`src/rtl/mmc_pkg.sv`:
```
// Shared types and constants for the multi-mode game counter.
package mmc_pkg;

    typedef enum logic [1:0] {
        UP1 = 2'b00,
        UPN = 2'b01,
        DN1 = 2'b10,
        DNN = 2'b11
    } mode_e;

    typedef enum logic {
        RUN  = 1'b0,
        OVER = 1'b1
    } state_e;

    localparam logic [1:0] WHO_NONE = 2'b00;
    localparam logic [1:0] WHO_LOSE = 2'b01;
    localparam logic [1:0] WHO_WIN  = 2'b10;

endpackage

```
`src/rtl/mmc_tally.sv`:
```
// Saturating round tally; done_c flags the update that lands on WIN_ROUNDS.
module mmc_tally #(
    parameter int unsigned WIN_ROUNDS = 15,
    parameter int unsigned TW         = $clog2(WIN_ROUNDS + 1)
) (
    input  logic          clk,
    input  logic          rst,
    input  logic          clr_i,
    input  logic          inc_i,
    output logic [TW-1:0] cnt_o,
    output logic          done_c
);

    localparam logic [TW-1:0] TOP = TW'(WIN_ROUNDS);

    logic [TW-1:0] cnt_q, cnt_d;

    always_comb begin
        cnt_d = cnt_q;
        if (clr_i) begin
            cnt_d = '0;
        end else if (inc_i && (cnt_q != TOP)) begin
            cnt_d = cnt_q + TW'(1);
        end
    end

    always_ff @(posedge clk) begin
        if (rst) begin
            cnt_q <= '0;
        end else begin
            cnt_q <= cnt_d;
        end
    end

    assign cnt_o  = cnt_q;
    assign done_c = (cnt_d == TOP) && (cnt_q != TOP);

endmodule

```
`src/rtl/multi_mode_game_counter.sv`:
```
// Wrapping multi-mode counter with win/loss tallies and a sticky game-over FSM.
module multi_mode_game_counter
    import mmc_pkg::*;
#(
    parameter int unsigned WIDTH      = 4,
    parameter int unsigned MAX_VALUE  = 2**WIDTH - 1,
    parameter int unsigned STEP_LARGE = 2,
    parameter int unsigned WIN_ROUNDS = 15,
    parameter int unsigned TW         = $clog2(WIN_ROUNDS + 1)
) (
    input  logic             clk,
    input  logic             rst,
    input  logic             clear,
    input  logic             enable,
    input  logic             load,
    input  logic [WIDTH-1:0] load_value,
    input  logic [1:0]       control,
    output logic [WIDTH-1:0] count,
    output logic [TW-1:0]    win_cnt,
    output logic [TW-1:0]    lose_cnt,
    output logic             win_evt,
    output logic             lose_evt,
    output logic             gameover,
    output logic [1:0]       who
);

    localparam int unsigned    XW      = WIDTH + 1;
    localparam logic [XW-1:0]  RANGE_X = XW'(MAX_VALUE + 1);
    localparam logic [XW-1:0]  MAX_X   = XW'(MAX_VALUE);
    localparam logic [XW-1:0]  STEP_X  = XW'(STEP_LARGE);
    localparam logic [WIDTH-1:0] MAX_W = WIDTH'(MAX_VALUE);

    if ((MAX_VALUE < 1) || (MAX_VALUE > 2**WIDTH - 1)) begin : g_bad_max
        $error("MAX_VALUE must lie in [1, 2**WIDTH-1]");
    end
    if ((STEP_LARGE < 1) || (STEP_LARGE > MAX_VALUE)) begin : g_bad_step
        $error("STEP_LARGE must lie in [1, MAX_VALUE]");
    end
    if (WIN_ROUNDS < 1) begin : g_bad_rounds
        $error("WIN_ROUNDS must be at least 1");
    end

    state_e           state_q, state_d;
    logic [WIDTH-1:0] count_q, count_d;
    logic [1:0]       who_q, who_d;
    logic             win_evt_q, win_evt_d;
    logic             lose_evt_q, lose_evt_d;

    mode_e         mode;
    logic [XW-1:0] cnt_x, step_x, up_sum, dn_sum, up_x, dn_x, next_x;
    logic          is_up, step_ok, win_score, lose_score;
    logic          win_done_c, lose_done_c;

    assign mode = mode_e'(control);

    // Wrap-safe step: sums stay below 2**(WIDTH+1), then fold once into [0, MAX_VALUE].
    always_comb begin
        cnt_x      = {1'b0, count_q};
        step_x     = ((mode == UPN) || (mode == DNN)) ? STEP_X : XW'(1);
        up_sum     = cnt_x + step_x;
        dn_sum     = cnt_x + RANGE_X - step_x;
        up_x       = (up_sum >= RANGE_X) ? (up_sum - RANGE_X) : up_sum;
        dn_x       = (dn_sum >= RANGE_X) ? (dn_sum - RANGE_X) : dn_sum;
        is_up      = (mode == UP1) || (mode == UPN);
        next_x     = is_up ? up_x : dn_x;
        step_ok    = (state_q == RUN) && !clear && !load && enable;
        win_score  = step_ok && is_up && (next_x == MAX_X) && (cnt_x != MAX_X);
        lose_score = step_ok && !is_up && (next_x == '0) && (cnt_x != '0);
    end

    mmc_tally #(.WIN_ROUNDS(WIN_ROUNDS), .TW(TW)) u_win_tally (
        .clk    (clk),
        .rst    (rst),
        .clr_i  (clear),
        .inc_i  (win_score),
        .cnt_o  (win_cnt),
        .done_c (win_done_c)
    );

    mmc_tally #(.WIN_ROUNDS(WIN_ROUNDS), .TW(TW)) u_lose_tally (
        .clk    (clk),
        .rst    (rst),
        .clr_i  (clear),
        .inc_i  (lose_score),
        .cnt_o  (lose_cnt),
        .done_c (lose_done_c)
    );

    always_comb begin
        state_d    = state_q;
        count_d    = count_q;
        who_d      = who_q;
        win_evt_d  = 1'b0;
        lose_evt_d = 1'b0;
        if (clear) begin
            state_d = RUN;
            count_d = '0;
            who_d   = WHO_NONE;
        end else if (state_q == RUN) begin
            if (load) begin
                count_d = (load_value > MAX_W) ? MAX_W : load_value;
            end else if (enable) begin
                count_d = next_x[WIDTH-1:0];
            end
            win_evt_d  = win_score;
            lose_evt_d = lose_score;
            if (win_done_c || lose_done_c) begin
                state_d = OVER;
                count_d = '0;
                who_d   = win_done_c ? WHO_WIN : WHO_LOSE;
            end
        end
    end

    always_ff @(posedge clk) begin
        if (rst) begin
            state_q    <= RUN;
            count_q    <= '0;
            who_q      <= WHO_NONE;
            win_evt_q  <= 1'b0;
            lose_evt_q <= 1'b0;
        end else begin
            state_q    <= state_d;
            count_q    <= count_d;
            who_q      <= who_d;
            win_evt_q  <= win_evt_d;
            lose_evt_q <= lose_evt_d;
        end
    end

    assign count    = count_q;
    assign who      = who_q;
    assign win_evt  = win_evt_q;
    assign lose_evt = lose_evt_q;
    assign gameover = (state_q == OVER);

endmodule

```
`config.mk`:
```
export PLATFORM = sky130hd
export DESIGN_NAME = multi_mode_game_counter
export DESIGN_NICKNAME = d
export VERILOG_FILES = /design/src/rtl/mmc_pkg.sv /design/src/rtl/mmc_tally.sv /design/src/rtl/multi_mode_game_counter.sv
export SDC_FILE = /design/constraint.sdc
export NUM_CORES = 1
export LEC_CHECK = 0
export ABC_AREA = 1
export BUFFER_PORTS_ARGS = -buffer_cell sky130_fd_sc_hd__buf_2
export CAP_MARGIN = 20
export CORE_UTILIZATION = 53
export DETAILED_ROUTE_END_ITERATION = 10
export GPL_TIMING_DRIVEN = 0
export PLACE_DENSITY = 0.79
export SYNTH_ARGS = -nofsm -noshare
export SYNTH_HDL_FRONTEND = slang
export SYNTH_SLANG_ARGS = --single-unit
```
`constraint.sdc`:
```
create_clock -name clk -period 2.8 [get_ports clk]
set_input_delay 0.14 -clock clk [delete_from_list [all_inputs] [get_ports clk]]
set_output_delay 0.14 -clock clk [all_outputs]
set_load 0.01 [all_outputs]
```
# Yosys cells after proc, flatten, opt, wreduce, memory -nomap -nowiden
# Cells that the tools add are included.
word_totals:
  reg_bits: 17
  latchBits: 0
  ramBits: 0
  romBits: 0
  in_bits: 11
  output_inout_bits: 17
  n_memories: 0
op_classes:
  n_addsub: 7
  multipliers: 0
  n_div: 0
  order_cmp: 3
  eq_ne: 8
  shift: 0
  n_mux: 15
  n_bitwise: 1
  reduce_logical: 27
ops:
  columns: ["op", "count"]
  rows:
  - ["two-way mux 4 bit", 8]
  - ["two-way mux 5 bit", 3]
  - ["logical AND 1 bit", 13]
  - ["inequality test 4 bit (second input constant)", 3]
  - ["greater-or-equal comparator 5 bit (second input constant)", 2]
  - ["subtractor 5 bit (second input constant)", 2]
  - ["adder 4 x 1 -> 4 bit (second input constant)", 2]
  - ["equality test 4 bit (second input constant)", 2]
  - ["adder 4 x 2 -> 5 bit", 1]
  - ["adder 4 x 5 -> 5 bit (second input constant)", 1]
  - ["equality test 5 x 4 -> 1 bit (second input constant)", 1]
  - ["logical NOT 5 bit", 1]
  - ["subtractor 5 x 2 -> 5 bit", 1]
  - ["> comparator 4 bit (second input constant)", 1]
  - ["two-way mux 2 bit", 2]
  - ["AND reduction 2 bit", 2]
  - ["nonzero test 4 bit", 1]
  - ["logical NOT 1 bit", 3]
  - ["logical OR 1 bit", 3]
  - ["nonzero test 3 bit", 1]
  - ["OR reduction 3 bit", 1]
  - ["equality test 2 x 1 -> 1 bit (second input constant)", 1]
  - ["equality test 2 bit (second input constant)", 1]
  - ["logical NOT 2 bit", 1]
  - ["3 further kinds", 4]

# Logic depth before layout (Yosys ltp)
# Gate-level depths: netlist of the first run.
logic_depth:
  depth_word: 18
  mapped_depth: 19

# Cells and area by module
# A second synthesis of the first run with hierarchy kept.
unflattened:
  hier_cells: 174
  area_unflattened_um2: 1136.1
by_module_without_submodules:
  columns: ["mod", "instances", "cells_per_inst", "area_each_um2"]
  rows:
  - ["multi_mode_game_counter", 1, 100, 655.6]
  - ["mmc_tally", 2, 37, 240.2]

# Least setup slack after synthesis of the first run
# OpenSTA, ideal clock, no wires.
synth_path:
  kind: "reg2reg"
  startpoint: "register count_q[0], in the netlist count[0]"
  endpoint: "register who_q[1], in the netlist who[1]"
  setup_time_ns: 0.118
  t_arrival_ns: 2.376
  required_time_ns: 2.682
  path_slack_ns: 0.306
  path_stages_with_launch: 18
  period_less_slack_ns: 2.494
  path_cell_list: "dfxtp_1 -> inv_1 -> ha_1 -> inv_1 -> fa_1 -> nand3b_1 -> nor2_2 -> nand3_4 -> nor2_4 -> nand2_2 -> nand2_1 -> nand3_2 -> nor2_2 -> nand2_2 -> nand2_4 -> nand2_4 -> a21oi_2 -> nor2_1"
synth_via:
  elab_chain_len: 15
  word_cells_on_any_way: 31
synth_lines:
  columns: ["item", "line", "text"]
  rows:
  - ["from (decl)", "multi_mode_game_counter.sv:44", "logic [WIDTH-1:0] count_q, count_d;"]
  - ["from (signal assigned)", "multi_mode_game_counter.sv:124", "count_q <= count_d;"]
  - ["adder 4 x 5 -> 5 bit", "multi_mode_game_counter.sv:61", "dn_sum = cnt_x + RANGE_X - step_x;"]
  - ["subtractor 5 x 2 -> 5 bit", "multi_mode_game_counter.sv:61", null]
  - ["subtractor 5 bit or greater-or-equal comparator 5 bit (tied branches)", "multi_mode_game_counter.sv:63", "dn_x = (dn_sum >= RANGE_X) ? (dn_sum - RANGE_X) : dn_sum;"]
  - ["two-way mux 5 bit", "multi_mode_game_counter.sv:63", null]
  - ["two-way mux 5 bit", "multi_mode_game_counter.sv:65", "next_x = is_up ? up_x : dn_x;"]
  - ["equality test 5 x 4 -> 1 bit or logical NOT 5 bit (tied branches)", "multi_mode_game_counter.sv:67, multi_mode_game_counter.sv:68", null]
  - ["logical AND 1 bit, on equally long branches (2 in series)", "multi_mode_game_counter.sv:67, multi_mode_game_counter.sv:68", null]
  - ["logical AND 1 bit", "mmc_tally.sv:22", "end else if (inc_i && (cnt_q != TOP)) begin"]
  - ["two-way mux 4 bit", "mmc_tally.sv:22", null]
  - ["two-way mux 4 bit", "mmc_tally.sv:20", "if (clr_i) begin"]
  - ["equality test 4 bit", "mmc_tally.sv:36", "assign done_c = (cnt_d == TOP) && (cnt_q != TOP);"]
  - ["logical AND 1 bit", "mmc_tally.sv:36", null]
  - ["logical OR 1 bit", "multi_mode_game_counter.sv:107", "if (win_done_c || lose_done_c) begin"]
  - ["AND reduction 2 bit (no source line)", null, null]
  - ["to (signal assigned)", "multi_mode_game_counter.sv:125", "who_q <= who_d;"]
  - ["to (decl)", "multi_mode_game_counter.sv:45", "logic [1:0] who_q, who_d;"]
# Several ways; a longest one is shown, not always the timed one.
# A chain may end at the register's enable or synchronous reset.

# Worst setup path after layout of the first run
# Ends and elaborated chain as after synthesis.

==> impl_metrics.ini, run 1 <==
[placement]
post-dp-hpwl_mm = 2.12
io_buffers = 27
place_ws_ns = 0.133
place.gp.congestion = 0.799

[route]
drt-total-wl_mm = 2.63
vias = 1220
via_per_inst = 5.24
drc = 0
drt_first_pass_iters = 4
routedWlPerCell_um = 11.3
antenna_left = 0
drtIter0Drc = 27

[logic_synthesis]
synth_nets = 193
syn_inst = 174
avgSynthCellArea_um2 = 7.04
synth_area_leaders = dfxtp_1 (28%), nand3_1 (9.8%), nand2_1 (7.7%)
ys_seq_area_share_pct = 27.8
synthDominantCellAreaShare_pct = 27.8
synth_cell_types = 27
synth_seq_cells = 17
yosysTopAreaCell = dfxtp_1
syn_area_um2 = 1220
synth_warnings = 0

[worst_setup_path]
setup.worst_path.end_class = flip-flop
path_max_fanout = 6
critical_path_class = flip-flop to flip-flop
rr_worst_depth = 17
worstReg2RegStart = count[0]$_SDFFE_PP0P_
crit_chain = inv_1 > ha_1 > inv_1 > fa_1 > nand3b_1 > nor2_2 > nand3_4 > nor2_4 > nand3_1 > nand2_1 > nand2_1 > nor2_2 > nand2_2 > nand2_4 > nand2_4 > a21oi_2 > nor2_1
critical-path-slowest-cell = fa_1
rrSetupSlack_ns = 0.21
cpLargestDelayFamily = simple AND/OR/NAND/NOR gates
cp_num_buf_inv = 2
r2r-end = who[1]$_SDFFE_PP0P_
critPathLaunchType = flip-flop
crit_path_max_incr_delay_ns = 0.43
critPathRequiredTime_ns = 2.99
critPathArrivalTime_ns = 2.78

[floorplanning]
coreArea_um2 = 2190
die_y_um = 50.1
io_pins = 28
design.die.area_um2 = 2510
start_util_pct = 55.9
die_x_um = 50.1
num_rows = 17

[run]
maxCapViolCount = 0

[cells_and_area]
mostFrequentLayoutCells = buf_2 (27), nand2_1 (25), nand3_1 (24), inv_1 (23), nor2_1 (18)
fin_util_pct = 65.1
syn_to_final_growth_pct = 16.4
fin_nets = 225
n_antenna_cell = 0
drive_gt1_share_pct = 30.7
multi_input_area_um2 = 764
layout_commonest_cell = buf_2
final.fill_count = 187
regArea_um2 = 345

[power]
p_leak_nw = 0.665
p_per_area_nw_per_um2 = 327
peakVddDrop_mv = 0.280

[clock_network]
clockBufferDepth = 2
clk_latency_ns = 0.29
clock_sinks = 17
clk_pin_slew_ns = 0.10
post_cts_buffers = 0
cts_tree = yes
root_buffer = clkbuf_4
postCtsHoldBufs = 0
cts_resized = 0
cts_max_level = 1
cts_buffers = 3

[timing]
setup_viol = 0
period_needed_ns = 2.59
finalCritPeriodShare_pct = 92.5
finalWorstSetupSlack_ns = 0.210
rsz0062_at_grt = false
fmax_ghz = 0.386
final-hold-violation-count = 0
worst_slew_pin_slew_ns = 0.358
slew_viol_final = 0
whs_ns = 0.107
fin_worst_skew_ns = 0.000364
timing.slew.headroom_pct = 76.1
tns_ns = 0

[min_path]
whs_endpoint = u_lose_tally.cnt_o[3]$_SDFF_PP0_
hold_start = rst
hp-class = primary input to flip-flop
hold_depth = 2

[grt]
grt_pass1_wl_mm = 4.40
grt_pass1_vias = 1090
grt_max_degree = 11
grt_usage_pct = 22.9
antenna_found_initial = 0
overflow = 0

[status]
status = finished clean
## state kept, by name (all words and copies together), names as in the netlist
register,count
gameover,1
count,4
u_win_tally.cnt_o,4
win_evt,1
lose_evt,1
u_lose_tally.cnt_o,4
who,2
## metrics by stage
step	instances	total power, W	cell area (um^2)
floorplan	174	0.000311	1220
global placement	229	0.000335	1400
detailed placement	229	0.000338	1400
CTS	233	0.000470	1420
global route	233	0.000486	1430
finish	233	0.000466	1430
## cells by family after synthesis
logic type               Yosys count  synth area share (%)
AND/OR/NAND/NOR                   98                  43.4
buffers and inverters             32                  9.81
AO/OA/AOI/OAI                     17                  8.17
flip-flops                        17                  27.8
adder cells (fa/ha/maj)            8                  9.40
XOR/XNOR                           2                  1.43
## cell type report
type	count	share of cell area, %
flip-flops and latches	17	24.2
inverters	31	8.16
clock buffers	4	1.84
multi-input cells	125	53.6
plain buffers	1	0.263
repair buffers	27	9.47
well taps	28	2.46
## power breakdown
group          internal [W]  switching [W]  total (W)
clock             0.0000554      0.0000781   0.000133
combinational     0.0000303      0.0000533  0.0000836
sequential         0.000244     0.00000509   0.000249
total              0.000330       0.000136   0.000466
## synthesized netlist by cell type
library cell,number
fa_1,2
clkinv_1,2
nand3_2,3
a21oi_2,2
nand2_4,5
o21ai_0,6
xor2_1,2
o21ai_1,1
o21bai_2,1
a31oi_1,1
inv_2,6
nand3_4,1
nor4_1,1
nor2_2,5
nor2_4,2
nand3b_1,1
clkbuf_1,1
a21oi_1,6
nand2_2,6
inv_1,23
nand3_1,24
nand2_1,25
ha_1,6
nand4_1,5
nor3_1,2
dfxtp_1,17
nor2_1,18
## how the worst max path moves through the flow
stage          slack (ns)                     to  depth (start not counted)                  start
2_1_floorplan        0.31    who[1]$_SDFFE_PP0P_                         17  count[0]$_SDFFE_PP0P_
3_3_place_gp         0.16    who[1]$_SDFFE_PP0P_                         17  count[0]$_SDFFE_PP0P_
3_5_place_dp         0.13    who[1]$_SDFFE_PP0P_                         17  count[0]$_SDFFE_PP0P_
4_1_cts              0.11    who[1]$_SDFFE_PP0P_                         17  count[0]$_SDFFE_PP0P_
5_1_grt             0.008  count[0]$_SDFFE_PP0P_                         17  count[0]$_SDFFE_PP0P_
6_report             0.21    who[1]$_SDFFE_PP0P_                         17  count[0]$_SDFFE_PP0P_
## routing by layer
| layer | track usage (%) | vias up | wire, um |
|---|---|---|---|
| met2 | 40.9 | 38 | 1310 |
| li1 | - | 627 | - |
| met5 | 0 | - | 0 |
| met4 | 7.14 | 0 | 13 |
| met3 | 4.63 | 2 | 130 |
| met1 | 26.7 | 553 | 1180 |
No activity file was read; power rests on OpenSTA's default activity.
==> inputs of run 2 (changes only) <==
- GPL_TIMING_DRIVEN: 0 -> default
==> impl_metrics.ini, run 2 (synthesized netlist as in run 1, its figures left out) <==
[status]
status = finished clean

[floorplanning]
io_pins = 28
num_rows = 17
die_y_um = 50.1
die_x_um = 50.1
start_util_pct = 55.9
design.die.area_um2 = 2510
coreArea_um2 = 2190

[worst_setup_path]
setup.worst_path.end = who[1]$_SDFFE_PP0P_
setup.worst_path.end_class = flip-flop
cpLargestDelayFamily = simple AND/OR/NAND/NOR gates
path_depth = 17
rrSetupSlack_ns = 0.22
critPathArrivalTime_ns = 2.77
critPathLaunchType = flip-flop
critical_path_class = flip-flop to flip-flop
r2r-end = who[1]$_SDFFE_PP0P_
cp_num_buf_inv = 2
critical_path.startpoint = count[0]$_SDFFE_PP0P_
crit_path_max_incr_delay_ns = 0.42
crit_chain = inv_1 > ha_1 > inv_1 > fa_1 > nand3b_1 > nor2_2 > nand3_4 > nor2_4 > nand2_2 > nand2_1 > nand3_2 > nor2_2 > nand2_2 > nand2_4 > nand2_4 > a21oi_2 > nor2_1
critical-path-slowest-cell = fa_1
worstReg2RegStart = count[0]$_SDFFE_PP0P_
critPathRequiredTime_ns = 2.98
rr_worst_depth = 17
path_max_fanout = 6

[power]
finalPower_w = 0.000468
p_per_area_nw_per_um2 = 327
power_frac_seq_pct = 53.0
p_comb_share_pct = 18.4
clockPowerShare_pct = 28.6
switchingPower_w = 0.000140
peakVddDrop_mv = 0.332
internal_power_w = 0.000328
swShare_pct = 30.0
p_leak_nw = 0.671

[run]
maxCapViolCount = 0

[grt]
grt_pass1_wl_mm = 4.70
top_usage_layer = met2
grt_pass1_vias = 1155
grt_max_degree = 11
overflow = 0
met2_usage_pct = 45.3
grt_usage_pct = 24.2
antenna_found_initial = 0
grtUsageMet3_pct = 3.70
grt_use_met1_pct = 28.7

[timing]
tns_ns = 0
final-hold-violation-count = 0
rsz0062_at_grt = false
fin_worst_skew_ns = 0.000402
whs_ns = 0.104
setup_viol = 0
fmax_ghz = 0.387
period_needed_ns = 2.58
slew_viol_final = 0
worst_slew_pin_slew_ns = 0.339
timing.slew.headroom_pct = 77.4
finalCritPeriodShare_pct = 92.3

[clock_network]
cts_tree = yes
cts_max_level = 1
post_cts_buffers = 0
clk_latency_ns = 0.29
cts_buffers = 3
root_buffer = clkbuf_4
clk_pin_slew_ns = 0.10
clock_sinks = 17
clockBufferDepth = 2

[route]
via_per_inst = 5.16
drtIter0Drc = 18
drt-total-wl_mm = 2.66
drt_first_pass_iters = 4
antenna_left = 0
routedWlPerCell_um = 11.4
drc = 0
vias = 1202

[placement]
post-dp-hpwl_mm = 2.19
io_buffers = 27
place.gp.congestion = 0.791
place_inst = 229

[cells_and_area]
stdcell_count = 233
layout_commonest_cell = buf_2
final.fill_count = 199
fin_nets = 225
n_antenna_cell = 0
drive_gt1_share_pct = 31.2
syn_to_final_growth_pct = 16.8
mostFrequentLayoutCells = buf_2 (27), nand2_1 (25), nand3_1 (24), inv_1 (23), nor2_1 (18)

[min_path]
hp-class = primary input to flip-flop
[run 2: cell types whose count changed in the layout (fill, tap and decap cells not counted)]
| cell | delta |
|---|---|
| dfxtp_2 | -1 |
| dfxtp_1 | +1 |
| clkbuf_1 | -2 |
| clkinv_2 | +1 |
| buf_4 | +1 |
[run 2: final cells by class]
class,instances,area [um^2],share of cell area [%]
Multi-Input combinational cell,125,764,53.5
Sequential cell,17,344,24.1
Timing Repair Buffer,28,143,9.97
Inverter,31,116,8.14
Tap cell,28,35.0,2.45
Clock buffer,3,22.5,1.57
Clock inverter,1,5.00,0.350
[run 2: worst min-delay path by stage]
stage          startpoint                               end  slack (ns)  depth (start not counted)
5_1_grt               rst   u_win_tally.cnt_o[0]$_SDFF_PP0_        0.12                          2
3_3_place_gp          rst  u_lose_tally.cnt_o[1]$_SDFF_PP0_        0.41                          2
6_report              rst  u_lose_tally.cnt_o[1]$_SDFF_PP0_        0.10                          2
3_5_place_dp          rst   u_win_tally.cnt_o[0]$_SDFF_PP0_        0.42                          2
4_1_cts               rst   u_win_tally.cnt_o[0]$_SDFF_PP0_        0.10                          2
2_1_floorplan         rst  u_lose_tally.cnt_o[0]$_SDFF_PP0_        0.21                          1
[run 2: metrics by stage]
step	utilization (%)	instance area [um^2]	setup WS, ns
floorplan	-	1220	0.306
global placement	63.8	1400	0.170
detailed placement	63.8	1400	0.0906
CTS	65.1	1430	0.0813
global route	65.3	1430	0.0118
finish	65.3	1430	0.217
[run 2: worst register-to-register path, delay by kind of cell (launching register included)]
family	cells	cell delay (ns)
compound gates	1	0.11
fa+ha+maj	2	0.62
buf+inv	2	0.14
flops	1	0.38
simple gates	12	1.22
[run 2: what timing repair did]
item	in CTS	in global routing
endpoints found under the setup margin	0	7
hold buffers	0	0
resized for setup	0	2
[run 2: routing by layer]
metal | wire (um) | vias up
li1 | - | 624
met1 | 1200 | 552
met2 | 1370 | 24
met3 | 86 | 2
met4 | 4 | 0
met5 | 0 | -
[run 2: power by group through the flow]
stage	clock network, W	registers (W)	logic, W
after floorplan	0	0.000255	0.0000555
after global placement	0	0.000254	0.0000821
after detailed placement	0	0.000254	0.0000856
after CTS	0.000138	0.000248	0.0000858
after global routing	0.000145	0.000248	0.0000969
final	0.000134	0.000248	0.0000863
==> inputs of run 3 (changes only) <==
- MAX_ROUTING_LAYER: default -> met4
==> impl_metrics.ini, run 3 (synthesized netlist as in run 1, its figures left out) <==
[status]
status = finished clean

[timing]
fmax_ghz = 0.387
worst_slew_pin_slew_ns = 0.339
final-hold-violation-count = 0
setup_viol = 0
timing.slew.headroom_pct = 77.4
finalCritPeriodShare_pct = 92.2
fin_worst_skew_ns = 0.000358
tns_ns = 0
slew_viol_final = 0
rsz0062_at_grt = false
period_needed_ns = 2.58

[route]
antenna_left = 0
drt_first_pass_iters = 4
drc = 0
drt-total-wl_mm = 2.67
routedWlPerCell_um = 11.4
vias = 1197
via_per_inst = 5.14
drtIter0Drc = 18

[cells_and_area]
n_antenna_cell = 0
final.fill_count = 199
fin_nets = 225
syn_to_final_growth_pct = 16.8
drive_gt1_share_pct = 31.2
layout_commonest_cell = buf_2
mostFrequentLayoutCells = buf_2 (27), nand2_1 (25), nand3_1 (24), inv_1 (23), nor2_1 (18)
final_area_um2 = 1430

[placement]
place_area_um2 = 1400
io_buffers = 27
post-dp-hpwl_mm = 2.19
place.gp.congestion = 0.803

[worst_setup_path]
critPathLaunchType = flip-flop
setup.worst_path.end_class = flip-flop
path_max_fanout = 6
rr_worst_depth = 17
critPathArrivalTime_ns = 2.77
critPathRequiredTime_ns = 2.99
critical_path_class = flip-flop to flip-flop

[clock_network]
cts_max_level = 1
clock_sinks = 17
post_cts_buffers = 0
cts_buffers = 3
clk_pin_slew_ns = 0.10
clockBufferDepth = 2
root_buffer = clkbuf_4
clk_latency_ns = 0.29
cts_tree = yes

[power]
p_per_area_nw_per_um2 = 328
p_leak_nw = 0.671
peakVddDrop_mv = 0.333

[grt]
met2_usage_pct = 45.3
antenna_found_initial = 0
grt_use_met1_pct = 28.7
grt_pass1_vias = 1157
overflow = 0
grtUsageMet3_pct = 3.70
grt_usage_pct = 24.9
grt_pass1_wl_mm = 4.69
grt_max_degree = 11
top_usage_layer = met2

[floorplanning]
io_pins = 28
die_x_um = 50.1
start_util_pct = 55.9
die_y_um = 50.1
design.die.area_um2 = 2510
coreArea_um2 = 2190
num_rows = 17

[min_path]
hold_depth = 2
hp-class = primary input to flip-flop

[run]
maxCapViolCount = 0
==> run 3: cell counts in the layout (fill, tap and decap cells not counted) <==
No cell type changed its count.
==> run 3: final cells by class <==
cell class	count	area [um^2]	area share, %
multi-input cells	125	764	53.5
clock buffers	3	22.5	1.57
repair buffers	28	143	9.97
inverters	31	116	8.14
flip-flops and latches	17	344	24.1
clock inverters	1	5.00	0.350
well taps	28	35.0	2.45
==> run 3: layer usage <==
metal	vias to the layer above	part of all wire (%)
li1	622	-
met1	551	45
met2	22	51
met3	2	3.1
met4	0	0.23
met5	-	0
==> run 3: where the power goes <==
part | internal, W | leakage (nW) | switching [W]
clock network | 0.0000531 | 0.0177 | 0.0000812
logic | 0.0000308 | 0.515 | 0.0000556
registers | 0.000244 | 0.138 | 0.00000375
==> run 3: repair_timing <==
item	CTS	global route
gates resized for setup	0	2
endpoints found under the setup margin	0	7
hold buffers	0	0
==> run 3: per-stage QoR <==
stage,total power [W],util (%),hold slack (ns),setup slack (ns),cells
CTS,0.000472,65.1,0.101,0.0813,233
global route,0.000490,65.3,0.119,0.0118,233
floorplan,0.000311,-,0.212,0.306,174
global placement,0.000336,63.8,0.409,0.170,229
finish,0.000468,65.3,0.105,0.217,233
detailed placement,0.000339,63.8,0.416,0.0906,229
==> run 3: worst max-delay path: stages, from the launching register on <==
cell and delay, ns:
dfxtp_4 0.38, inv_1 0.06, ha_1 0.20, inv_1 0.08
fa_1 0.42, nand3b_1 0.20, nor2_2 0.14, nand3_4 0.10
nor2_4 0.15, nand2_2 0.07, nand2_1 0.08, nand3_2 0.08
nor2_2 0.12, nand2_2 0.08, nand2_4 0.09, nand2_4 0.07
a21oi_2 0.11, nor2_1 0.05
==> run 3: final timing paths <==
path,start,end,slack (ns)
hold / removal,rst,u_lose_tally.cnt_o[1]$_SDFF_PP0_,0.10
hold reg to reg,who[0]$_SDFFE_PP0P_,who[0]$_SDFFE_PP0P_,0.47
setup reg to reg,count[0]$_SDFFE_PP0P_,who[1]$_SDFFE_PP0P_,0.22
setup / recovery,count[0]$_SDFFE_PP0P_,who[1]$_SDFFE_PP0P_,0.22
